<file path="src/rtl/systolic_output_deskew_pkg.sv">
// systolic_output_deskew_pkg
// Shared definitions for the systolic output deskew block.
//   DATA_WIDTH  : default bits per lane
//   state_e     : tile-sequencing FSM states
//   lane_delay  : number of alignment stages a given lane needs
package systolic_output_deskew_pkg;

    localparam int DATA_WIDTH = 8;

    typedef enum logic [1:0] {
        ST_IDLE   = 2'd0,
        ST_ACTIVE = 2'd1,
        ST_DRAIN  = 2'd2,
        ST_DONE   = 2'd3
    } state_e;

    // Lane k arrives k cycles after lane 0, so it must wait (lanes-1-k)
    // cycles for the last lane of the same row to catch up.
    function automatic int lane_delay(input int lane, input int lanes);
        return lanes - 1 - lane;
    endfunction

endpackage

</file>
<file path="src/rtl/systolic_output_deskew_if.sv">
// systolic_output_deskew_if
// Bundles the deskew block's control, input word and status signals.
//   master : the producer/controller side (drives en/start/num_rows/valid/word in)
//   slave  : the deskew block itself (drives aligned word and status out)
interface systolic_output_deskew_if
    import systolic_output_deskew_pkg::*;
#(
    parameter int LANES  = 10,
    parameter int LANE_W = DATA_WIDTH,
    parameter int CNT_W  = 8
);
    logic                    en_i;
    logic                    start_i;
    logic [CNT_W-1:0]        num_rows_i;
    logic                    valid_i;
    logic [LANES*LANE_W-1:0] word_i;

    logic [LANES*LANE_W-1:0] word_o;
    logic                    valid_o;
    logic                    last_o;
    logic [CNT_W-1:0]        row_cnt_o;
    logic                    busy_o;
    logic                    done_o;
    logic                    err_o;

    modport master (
        output en_i, start_i, num_rows_i, valid_i, word_i,
        input  word_o, valid_o, last_o, row_cnt_o, busy_o, done_o, err_o
    );

    modport slave (
        input  en_i, start_i, num_rows_i, valid_i, word_i,
        output word_o, valid_o, last_o, row_cnt_o, busy_o, done_o, err_o
    );
endinterface

</file>
<file path="src/rtl/systolic_output_deskew_lane_delay.sv">
// deskew_lane_delay
// DEPTH-stage shift register that only advances when en_i is high.
// DEPTH = 0 is a plain wire.
//   clk_i, rst_ni : clock, asynchronous active-low reset
//   en_i          : advance enable
//   d_i / q_o     : data in / data delayed by DEPTH enabled cycles
module deskew_lane_delay #(
    parameter int DEPTH = 1,
    parameter int W     = 8
) (
    input  logic         clk_i,
    input  logic         rst_ni,
    input  logic         en_i,
    input  logic [W-1:0] d_i,
    output logic [W-1:0] q_o
);
    if (DEPTH == 0) begin : g_wire
        logic unused_ctrl;
        assign unused_ctrl = ^{clk_i, rst_ni, en_i};
        assign q_o = d_i;
    end else begin : g_shift
        logic [W-1:0] stage_q [DEPTH];
        logic [W-1:0] stage_d [DEPTH];

        always_comb begin
            stage_d = stage_q;
            if (en_i) begin
                stage_d[0] = d_i;
                for (int i = 1; i < DEPTH; i++) begin
                    stage_d[i] = stage_q[i-1];
                end
            end
        end

        always_ff @(posedge clk_i or negedge rst_ni) begin
            if (!rst_ni) begin
                for (int i = 0; i < DEPTH; i++) begin
                    stage_q[i] <= '0;
                end
            end else begin
                stage_q <= stage_d;
            end
        end

        assign q_o = stage_q[DEPTH-1];
    end
endmodule

</file>
<file path="src/rtl/systolic_output_deskew.sv">
// systolic_output_deskew
// Re-aligns a skewed systolic-array output word (lane k lags lane 0 by k
// cycles) so every lane of word_o belongs to the same row, and sequences
// one tile of num_rows rows with valid/last/done status.
//   clk_i, rst_ni : clock, asynchronous active-low reset
//   bus (slave)   : en_i, start_i, num_rows_i, valid_i, word_i in;
//                   word_o, valid_o, last_o, row_cnt_o, busy_o, done_o, err_o out
// LANES must be at least 2 so the last row is emitted after the FSM has
// left ACTIVE.
module systolic_output_deskew
    import systolic_output_deskew_pkg::*;
#(
    parameter int LANES  = 10,
    parameter int LANE_W = DATA_WIDTH,
    parameter int CNT_W  = 8
) (
    input  logic                   clk_i,
    input  logic                   rst_ni,
    systolic_output_deskew_if.slave bus
);
    localparam int WW = LANES * LANE_W;

    state_e           state_q,    state_d;
    logic [CNT_W-1:0] num_rows_q, num_rows_d;
    logic [CNT_W-1:0] acc_cnt_q,  acc_cnt_d;
    logic [CNT_W-1:0] row_cnt_q,  row_cnt_d;
    logic             err_q,      err_d;

    logic              accept;
    logic              vld_out;
    logic              last_row;
    logic [LANE_W-1:0] lane_out [LANES];
    logic [WW-1:0]     word_s;

    // Only rows arriving while a tile is open enter the valid pipeline.
    assign accept = bus.valid_i && (state_q == ST_ACTIVE);

    for (genvar k = 0; k < LANES; k++) begin : g_lane
        deskew_lane_delay #(
            .DEPTH (lane_delay(k, LANES)),
            .W     (LANE_W)
        ) u_lane (
            .clk_i  (clk_i),
            .rst_ni (rst_ni),
            .en_i   (bus.en_i),
            .d_i    (bus.word_i[k*LANE_W +: LANE_W]),
            .q_o    (lane_out[k])
        );
    end

    // The valid pipeline matches lane 0's delay, so valid_o lines up with
    // the cycle in which the last lane of that row reaches word_o.
    deskew_lane_delay #(
        .DEPTH (LANES - 1),
        .W     (1)
    ) u_valid (
        .clk_i  (clk_i),
        .rst_ni (rst_ni),
        .en_i   (bus.en_i),
        .d_i    (accept),
        .q_o    (vld_out)
    );

    always_comb begin
        word_s = '0;
        for (int k = 0; k < LANES; k++) begin
            word_s[k*LANE_W +: LANE_W] = lane_out[k];
        end
    end

    assign last_row = vld_out && (row_cnt_q == num_rows_q - CNT_W'(1));

    // Tile sequencing; everything holds while en_i is low.
    always_comb begin
        state_d    = state_q;
        num_rows_d = num_rows_q;
        acc_cnt_d  = acc_cnt_q;
        row_cnt_d  = row_cnt_q;
        err_d      = err_q;
        if (bus.en_i) begin
            if (vld_out) begin
                row_cnt_d = row_cnt_q + CNT_W'(1);
            end
            if (bus.valid_i && (state_q != ST_ACTIVE)) begin
                err_d = 1'b1;
            end
            case (state_q)
                ST_IDLE: begin
                    if (bus.start_i) begin
                        num_rows_d = bus.num_rows_i;
                        acc_cnt_d  = '0;
                        row_cnt_d  = '0;
                        // A stray row in the same cycle still flags an error.
                        err_d      = bus.valid_i;
                        state_d    = (bus.num_rows_i == '0) ? ST_DONE : ST_ACTIVE;
                    end
                end
                ST_ACTIVE: begin
                    if (bus.valid_i) begin
                        acc_cnt_d = acc_cnt_q + CNT_W'(1);
                        if (acc_cnt_q + CNT_W'(1) == num_rows_q) begin
                            state_d = ST_DRAIN;
                        end
                    end
                end
                ST_DRAIN: begin
                    if (last_row) begin
                        state_d = ST_DONE;
                    end
                end
                ST_DONE: begin
                    state_d = ST_IDLE;
                end
                default: begin
                    state_d = ST_IDLE;
                end
            endcase
        end
    end

    always_ff @(posedge clk_i or negedge rst_ni) begin
        if (!rst_ni) begin
            state_q    <= ST_IDLE;
            num_rows_q <= '0;
            acc_cnt_q  <= '0;
            row_cnt_q  <= '0;
            err_q      <= 1'b0;
        end else begin
            state_q    <= state_d;
            num_rows_q <= num_rows_d;
            acc_cnt_q  <= acc_cnt_d;
            row_cnt_q  <= row_cnt_d;
            err_q      <= err_d;
        end
    end

    assign bus.word_o    = word_s;
    assign bus.valid_o   = vld_out;
    assign bus.last_o    = last_row;
    assign bus.row_cnt_o = row_cnt_q;
    assign bus.busy_o    = (state_q != ST_IDLE);
    assign bus.done_o    = (state_q == ST_DONE);
    assign bus.err_o     = err_q;
endmodule

</file>
<file path="src/flat_wrapper.sv">
// flat-port wrapper written by rule: the top's interface ports become plain ports
module systolic_output_deskew_flat import systolic_output_deskew_pkg::*;
#(
    parameter int LANES  = 10,
    parameter int LANE_W = DATA_WIDTH,
    parameter int CNT_W  = 8
)
  (clk_i, rst_ni, bus_en_i, bus_start_i, bus_num_rows_i, bus_valid_i, bus_word_i, bus_word_o, bus_valid_o, bus_last_o, bus_row_cnt_o, bus_busy_o, bus_done_o, bus_err_o);
  systolic_output_deskew_if #(.LANES(LANES), .LANE_W(LANE_W), .CNT_W(CNT_W)) bus_i ();
  input  logic clk_i;
  input  logic rst_ni;
  input wire logic [$bits(bus_i.en_i)-1:0] bus_en_i;
  input wire logic [$bits(bus_i.start_i)-1:0] bus_start_i;
  input wire logic [$bits(bus_i.num_rows_i)-1:0] bus_num_rows_i;
  input wire logic [$bits(bus_i.valid_i)-1:0] bus_valid_i;
  input wire logic [$bits(bus_i.word_i)-1:0] bus_word_i;
  output wire logic [$bits(bus_i.word_o)-1:0] bus_word_o;
  output wire logic [$bits(bus_i.valid_o)-1:0] bus_valid_o;
  output wire logic [$bits(bus_i.last_o)-1:0] bus_last_o;
  output wire logic [$bits(bus_i.row_cnt_o)-1:0] bus_row_cnt_o;
  output wire logic [$bits(bus_i.busy_o)-1:0] bus_busy_o;
  output wire logic [$bits(bus_i.done_o)-1:0] bus_done_o;
  output wire logic [$bits(bus_i.err_o)-1:0] bus_err_o;
  assign bus_i.en_i = bus_en_i;
  assign bus_i.start_i = bus_start_i;
  assign bus_i.num_rows_i = bus_num_rows_i;
  assign bus_i.valid_i = bus_valid_i;
  assign bus_i.word_i = bus_word_i;
  assign bus_word_o = bus_i.word_o;
  assign bus_valid_o = bus_i.valid_o;
  assign bus_last_o = bus_i.last_o;
  assign bus_row_cnt_o = bus_i.row_cnt_o;
  assign bus_busy_o = bus_i.busy_o;
  assign bus_done_o = bus_i.done_o;
  assign bus_err_o = bus_i.err_o;
  systolic_output_deskew #(.LANES(LANES), .LANE_W(LANE_W), .CNT_W(CNT_W)) u_core (.clk_i(clk_i), .rst_ni(rst_ni), .bus(bus_i));
endmodule
</file>
<file path="config.mk">
export PLATFORM = sky130hd
export DESIGN_NAME = systolic_output_deskew_flat
export DESIGN_NICKNAME = d
export VERILOG_FILES = /design/src/rtl/systolic_output_deskew_pkg.sv /design/src/rtl/systolic_output_deskew_if.sv /design/src/rtl/systolic_output_deskew_lane_delay.sv /design/src/rtl/systolic_output_deskew.sv /design/src/flat_wrapper.sv
export SDC_FILE = /design/constraint.sdc
export NUM_CORES = 1
export LEC_CHECK = 0
export ABC_AREA = 1
export CELL_PAD_IN_SITES_DETAIL_PLACEMENT = 1
export CELL_PAD_IN_SITES_GLOBAL_PLACEMENT = 1
export CORE_UTILIZATION = 35
export CTS_BUF_LIST = sky130_fd_sc_hd__clkbuf_8
export DETAILED_ROUTE_END_ITERATION = 12
export PLACE_DENSITY = 0.67
export SLEW_MARGIN = 20
export SYNTH_ARGS = -nofsm -noshare
export SYNTH_HDL_FRONTEND = slang
export SYNTH_SLANG_ARGS = --single-unit
</file>
<file path="constraint.sdc">
create_clock -name clk_i -period 3.7 [get_ports clk_i]
set_input_delay 0.74 -clock clk_i [delete_from_list [all_inputs] [get_ports clk_i]]
set_output_delay 0.74 -clock clk_i [all_outputs]
set_load 0.02 [all_outputs]
</file>
Word level (Yosys, flattened, before mapping)
Cells that the tools add are included.
{ "totals": {"register_bits": 396, "inputBits": 93, "elab_cells": 97} }
{ "classes": {"addsub": 3, "eq_ne": 10, "muxes": 15, "n_reduce_logical": 10} }
{ "ops": {"columns": ["cell", "n"], "rows": [
  ["$mux 8", 5],
  ["$add 8x1->8 const B", 2],
  ["$eq 8x8->1", 2],
  ["$pmux 8 s2", 1],
  ["$mux 2", 5],
  ["$logic_not 8->1", 1],
  ["$ne 2x2->1 const B", 4],
  ["$pmux 2 s4", 1],
  ["$sub 8x1->8 const B", 1],
  ["$reduce_and 5->1", 1],
  ["$eq 2x2->1 const B", 2],
  ["$reduce_and 4->1", 1],
  ["$reduce_bool 2->1", 2],
  ["$logic_and 1x1->1", 3],
  ["$mux 1", 3],
  ["$reduce_and 3->1", 1],
  ["$eq 2x1->1 const B", 1],
  ["$logic_not 2->1", 1],
  ["$ne 2x1->1 const B", 1]
]} }

Logic depth before layout (Yosys ltp)
{ "depth": {"word_depth": 5, "ltp_mapped": 14} }

Modules after synthesis
From an unflattened synthesis, not the netlist that was laid out.
{ "hier_totals": {"hier_cells": 1904, "hier_area_um2": 16727.3} }
{ "modules_own_cells": {"columns": ["module", "n_inst", "cells_per_inst", "area_per_inst_um2"], "rows": [
  ["deskew_lane_delay (u_core.g_lane[0].u_lane)", 1, 312, 2808.9],
  ["deskew_lane_delay (u_core.g_lane[1].u_lane)", 1, 278, 2506.2],
  ["deskew_lane_delay (u_core.g_lane[2].u_lane)", 1, 245, 2174.6],
  ["deskew_lane_delay (u_core.g_lane[3].u_lane)", 1, 211, 1875.5],
  ["systolic_output_deskew", 1, 270, 1849.3],
  ["deskew_lane_delay (u_core.g_lane[4].u_lane)", 1, 178, 1676.6],
  ["deskew_lane_delay (u_core.g_lane[5].u_lane)", 1, 144, 1355.0],
  ["deskew_lane_delay (u_core.g_lane[6].u_lane)", 1, 110, 1037.2],
  ["deskew_lane_delay (u_core.g_lane[7].u_lane)", 1, 76, 737.0],
  ["deskew_lane_delay (u_core.u_valid)", 1, 38, 341.6],
  ["deskew_lane_delay (u_core.g_lane[8].u_lane)", 1, 34, 305.3],
  ["deskew_lane_delay (u_core.g_lane[9].u_lane)", 1, 8, 60.1]
]} }

Least setup slack after synthesis
Ideal clock, no wire load.
{ "synth_timing": {"path_kind": "register to output", "startpoint": "register u_core.num_rows_q[0]", "endpoint": "output port bus_last_o", "arrival_ps": 1324, "required_ps": 2960, "slack_ps": 1636, "stages_incl_launch_ff": 9, "cell_sequence": "dfrtp_1 -> inv_1 -> ha_1 -> xnor2_1 -> nor2_1 -> nand3_1 -> nor2_1 -> nand3_1 -> inv_1"} }
{ "synth_via": {"elab_chain_cells": 3} }
{ "synth_lines": {"columns": ["item", "line_no", "rtl"], "rows": [
  ["from (decl)", "systolic_output_deskew.sv:24", "logic [CNT_W-1:0] num_rows_q, num_rows_d;"],
  ["from (signal assigned)", "systolic_output_deskew.sv:130", "num_rows_q <= num_rows_d;"],
  ["$sub 8x1->8", "systolic_output_deskew.sv:71", "assign last_row = vld_out && (row_cnt_q == num_rows_q - CNT_W'(1));"],
  ["$eq 8x8->1", "systolic_output_deskew.sv:71", null],
  ["$logic_and 1x1->1", "systolic_output_deskew.sv:71", null],
  ["to (decl)", "flat_wrapper.sv:19", "output wire logic [$bits(bus_i.last_o)-1:0] bus_last_o;"]
]} }
No other way between the ends.

Final worst setup path
Ends and elaborated chain as after synthesis.

==> metrics.txt <==
WS Path Type reg2out; global-route usage over all layers between 15 and 20%; most frequent cells in the layout nand2_1, dfrtp_1, clkdlybuf4s50_1; dpl ws 0.945 ns; Worst setup endpoint bus_last_o; Clk Latency, worst-skew pair 0.61 ns; hold slack final approximately 0.16 ns; Die ar. 0.0466 mm^2; Worst R2R End u_core.state_q[1]; Layout Nets 2,051; final worst path period share 92.7%; setup violators final 0; crit path cell chain inv_1 > ha_1 > inv_1 > nand2_1 > nand2_1 > nand2_1 > nand2_1 > nand3_1 > nor2_1 > nand3_1 > inv_1 > clkdlybuf4s50_1; CP arrival 2.69 ns; CP delay by family, top buffers and inverters; worst path buffer plus inverter count 4; P&R area growth vs syn 20.1%; DRC errors left 0; setup bufs post-CTS 0; Initial Util 35.4%; RSZ-0062 raised after global routing false; Seq/Total Area, Yosys 61.9%; post-synthesis cell type count 33; Slew @ Worst Pin 0.994 ns; Reg area 0.00991 mm^2; Lkg Pwr 10.1 nW; Via density 4.51; Syn Inst Count ~1,800; IO buf count 169; largest net degree at the start of global routing 206; post-detail-place hpwl 22.2 mm; H-tree Lvls 3; clock-pin slew on the worst setup and hold paths 0.06 ns; Resize count post-CTS 0; Final Hold Vio Count 0; remaining antenna violation count after routing 0; Synth Cell Area between 0.015 and 0.02 mm^2; Starting DRT DRC Count between 800 and 900; RD Place Congestion 0.785; initial antenna violation count 2; Detailed Route WL 36.5 mm; Post-synth top flop dfrtp_1; Crit path depth 12; outcome finished clean; Max VDD drop 303 uV; first-pass GRT wire length 62.7 mm; I/O pin count approximately 190; #FFs+latches synth around 400; Setup WS post-layout 0.270 ns; Slew Limit Fails 0; cells on worst reg2reg path 12; CP max-delay cell clkdlybuf4s50_1; CP max stage delay 0.60 ns; CTS tree done; RR Startpoint u_core.acc_cnt_q[0]; Post-synth ARST share 100%; Max-slew headroom 33.7%; f_max 0.292 GHz; fillers around 5,300; grt total ovfl 0; routed via count 11,700; number of global-route vias before repair 12,500; Post-synth EDFFs 0; Die Span Y 216 um; Max FO, Critical Path 4; Initial DRT Pass Iterations 4; Avg WL per Cell 14.0 um; Yosys Warn Count 0; syn nets 1,949; CORE AREA 0.0453 mm^2; Hold Buf Count CTS 0; critical path startpoint u_core.num_rows_q[0]; type of element capturing the critical path primary output; HP Class in2async; most common library cell in the layout ignoring fill and taps nand2_1; Root Buffer clkbuf_8; synthesized area per cell 8.66 um^2; area occupied by multi-input gates 0.00496 mm^2; CP Launch Type register; Final TNS setup 0 ns; Worst Path Required roughly 3.0 ns; Pwr Density 588 mW/mm^2; crit path time final 3.43 ns; Die Span X between 200 and 250 um; cell row count between 70 and 80; flop2flop setup slack 1.70 ns; layout cells sized above 1 6.59%; total CTS buffers 72; ANT cells 0; most frequent CP cell nand2_1; CTS sink cnt 396; Layout Skew between 0.015 and 0.02 ns; clk buf depth 3; number of max-capacitance violations reported 0
-- cells in the mapped netlist (4+ instances only) --
cell type	number	area share (%)
inv_1	67	1.6
ha_1	7	0.55
a21oi_1	4	0.12
nor2_1	20	0.47
xnor2_1	4	0.22
buf_2	32	1.0
buf_4	72	3.4
clkbuf_1	50	1.2
nand3_1	26	0.81
o21ai_0	78	2.4
xor2_1	4	0.22
nand2_1	1055	25
nor3_1	4	0.12
dfrtp_1	396	62
-- stage by stage --
step                utilization (%)  power (mW)  std cells  instance area (um^2)
finish                         42.5        11.3       2603                 19200
detailed placement             39.2        7.25       2477                 17800
global route                   42.5        12.0       2603                 19200
global placement               39.2        7.14       2477                 17800
floorplan                         -        6.55       1849                 16000
CTS                            42.5        11.6       2603                 19200
-- per-layer routing --
layer	vias to the layer above	track usage, %	part of all wire, %
li1	5752	-	-
met1	5692	21.5	47
met2	200	26.0	46
met3	81	3.82	4.5
met4	4	6.24	2.4
met5	-	0	0.074
-- flip-flops by register name, summed over array words and instances (netlist names) --
signal                                flops
u_core.state_q                            2
u_core.u_valid.g_shift.stage_q            8
u_core.bus.err_o                          1
u_core.num_rows_q                         8
u_core.bus.row_cnt_o                      8
u_core.u_valid.q_o                        1
u_core.g_lane.u_lane.g_shift.stage_q    288
u_core.acc_cnt_q                          8
u_core.g_lane.u_lane.q_o                 72
-- report_power, final --
part | switching (mW) | internal [mW] | leakage [nW]
clock network | 1.80 | 2.37 | 0.851
logic | 1.11 | 0.753 | 4.19
registers | 0.352 | 4.93 | 5.07
total | 3.26 | 8.05 | 10.1
-- worst min-delay path by stage --
stage                     cells after the start                                          end  slack, ns                      startpoint
after detailed placement                      2               u_core.g_lane[4].u_lane.q_o[7]       0.46  u_core.g_lane[4].u_lane.q_o[7]
after global routing                          1  u_core.g_lane[2].u_lane.g_shift.stage_q[55]       0.16                          rst_ni
after global placement                        2               u_core.g_lane[0].u_lane.q_o[6]       0.45  u_core.g_lane[0].u_lane.q_o[6]
after floorplan                               0                          u_core.acc_cnt_q[0]       0.44                          rst_ni
final                                         1  u_core.g_lane[2].u_lane.g_shift.stage_q[55]       0.16                          rst_ni
after CTS                                     1               u_core.g_lane[3].u_lane.q_o[3]       0.12                          rst_ni
-- logic make-up after synthesis --
family / synth area share [%]
compound gates: 3.01
simple gates: 26.8
buf+inv: 7.19
flops: 61.9
fa+ha+maj: 0.547
xor+xnor: 0.578
-- area by class of cell --
type	instances	area share [%]
clock buffers	96	6.87
clock inverters	30	0.780
inverters	68	1.37
multi-input cells	1229	25.8
flip-flops and latches	396	51.5
well taps	600	3.90
repair buffers	184	9.82
(Power assumes the default switching activity.)
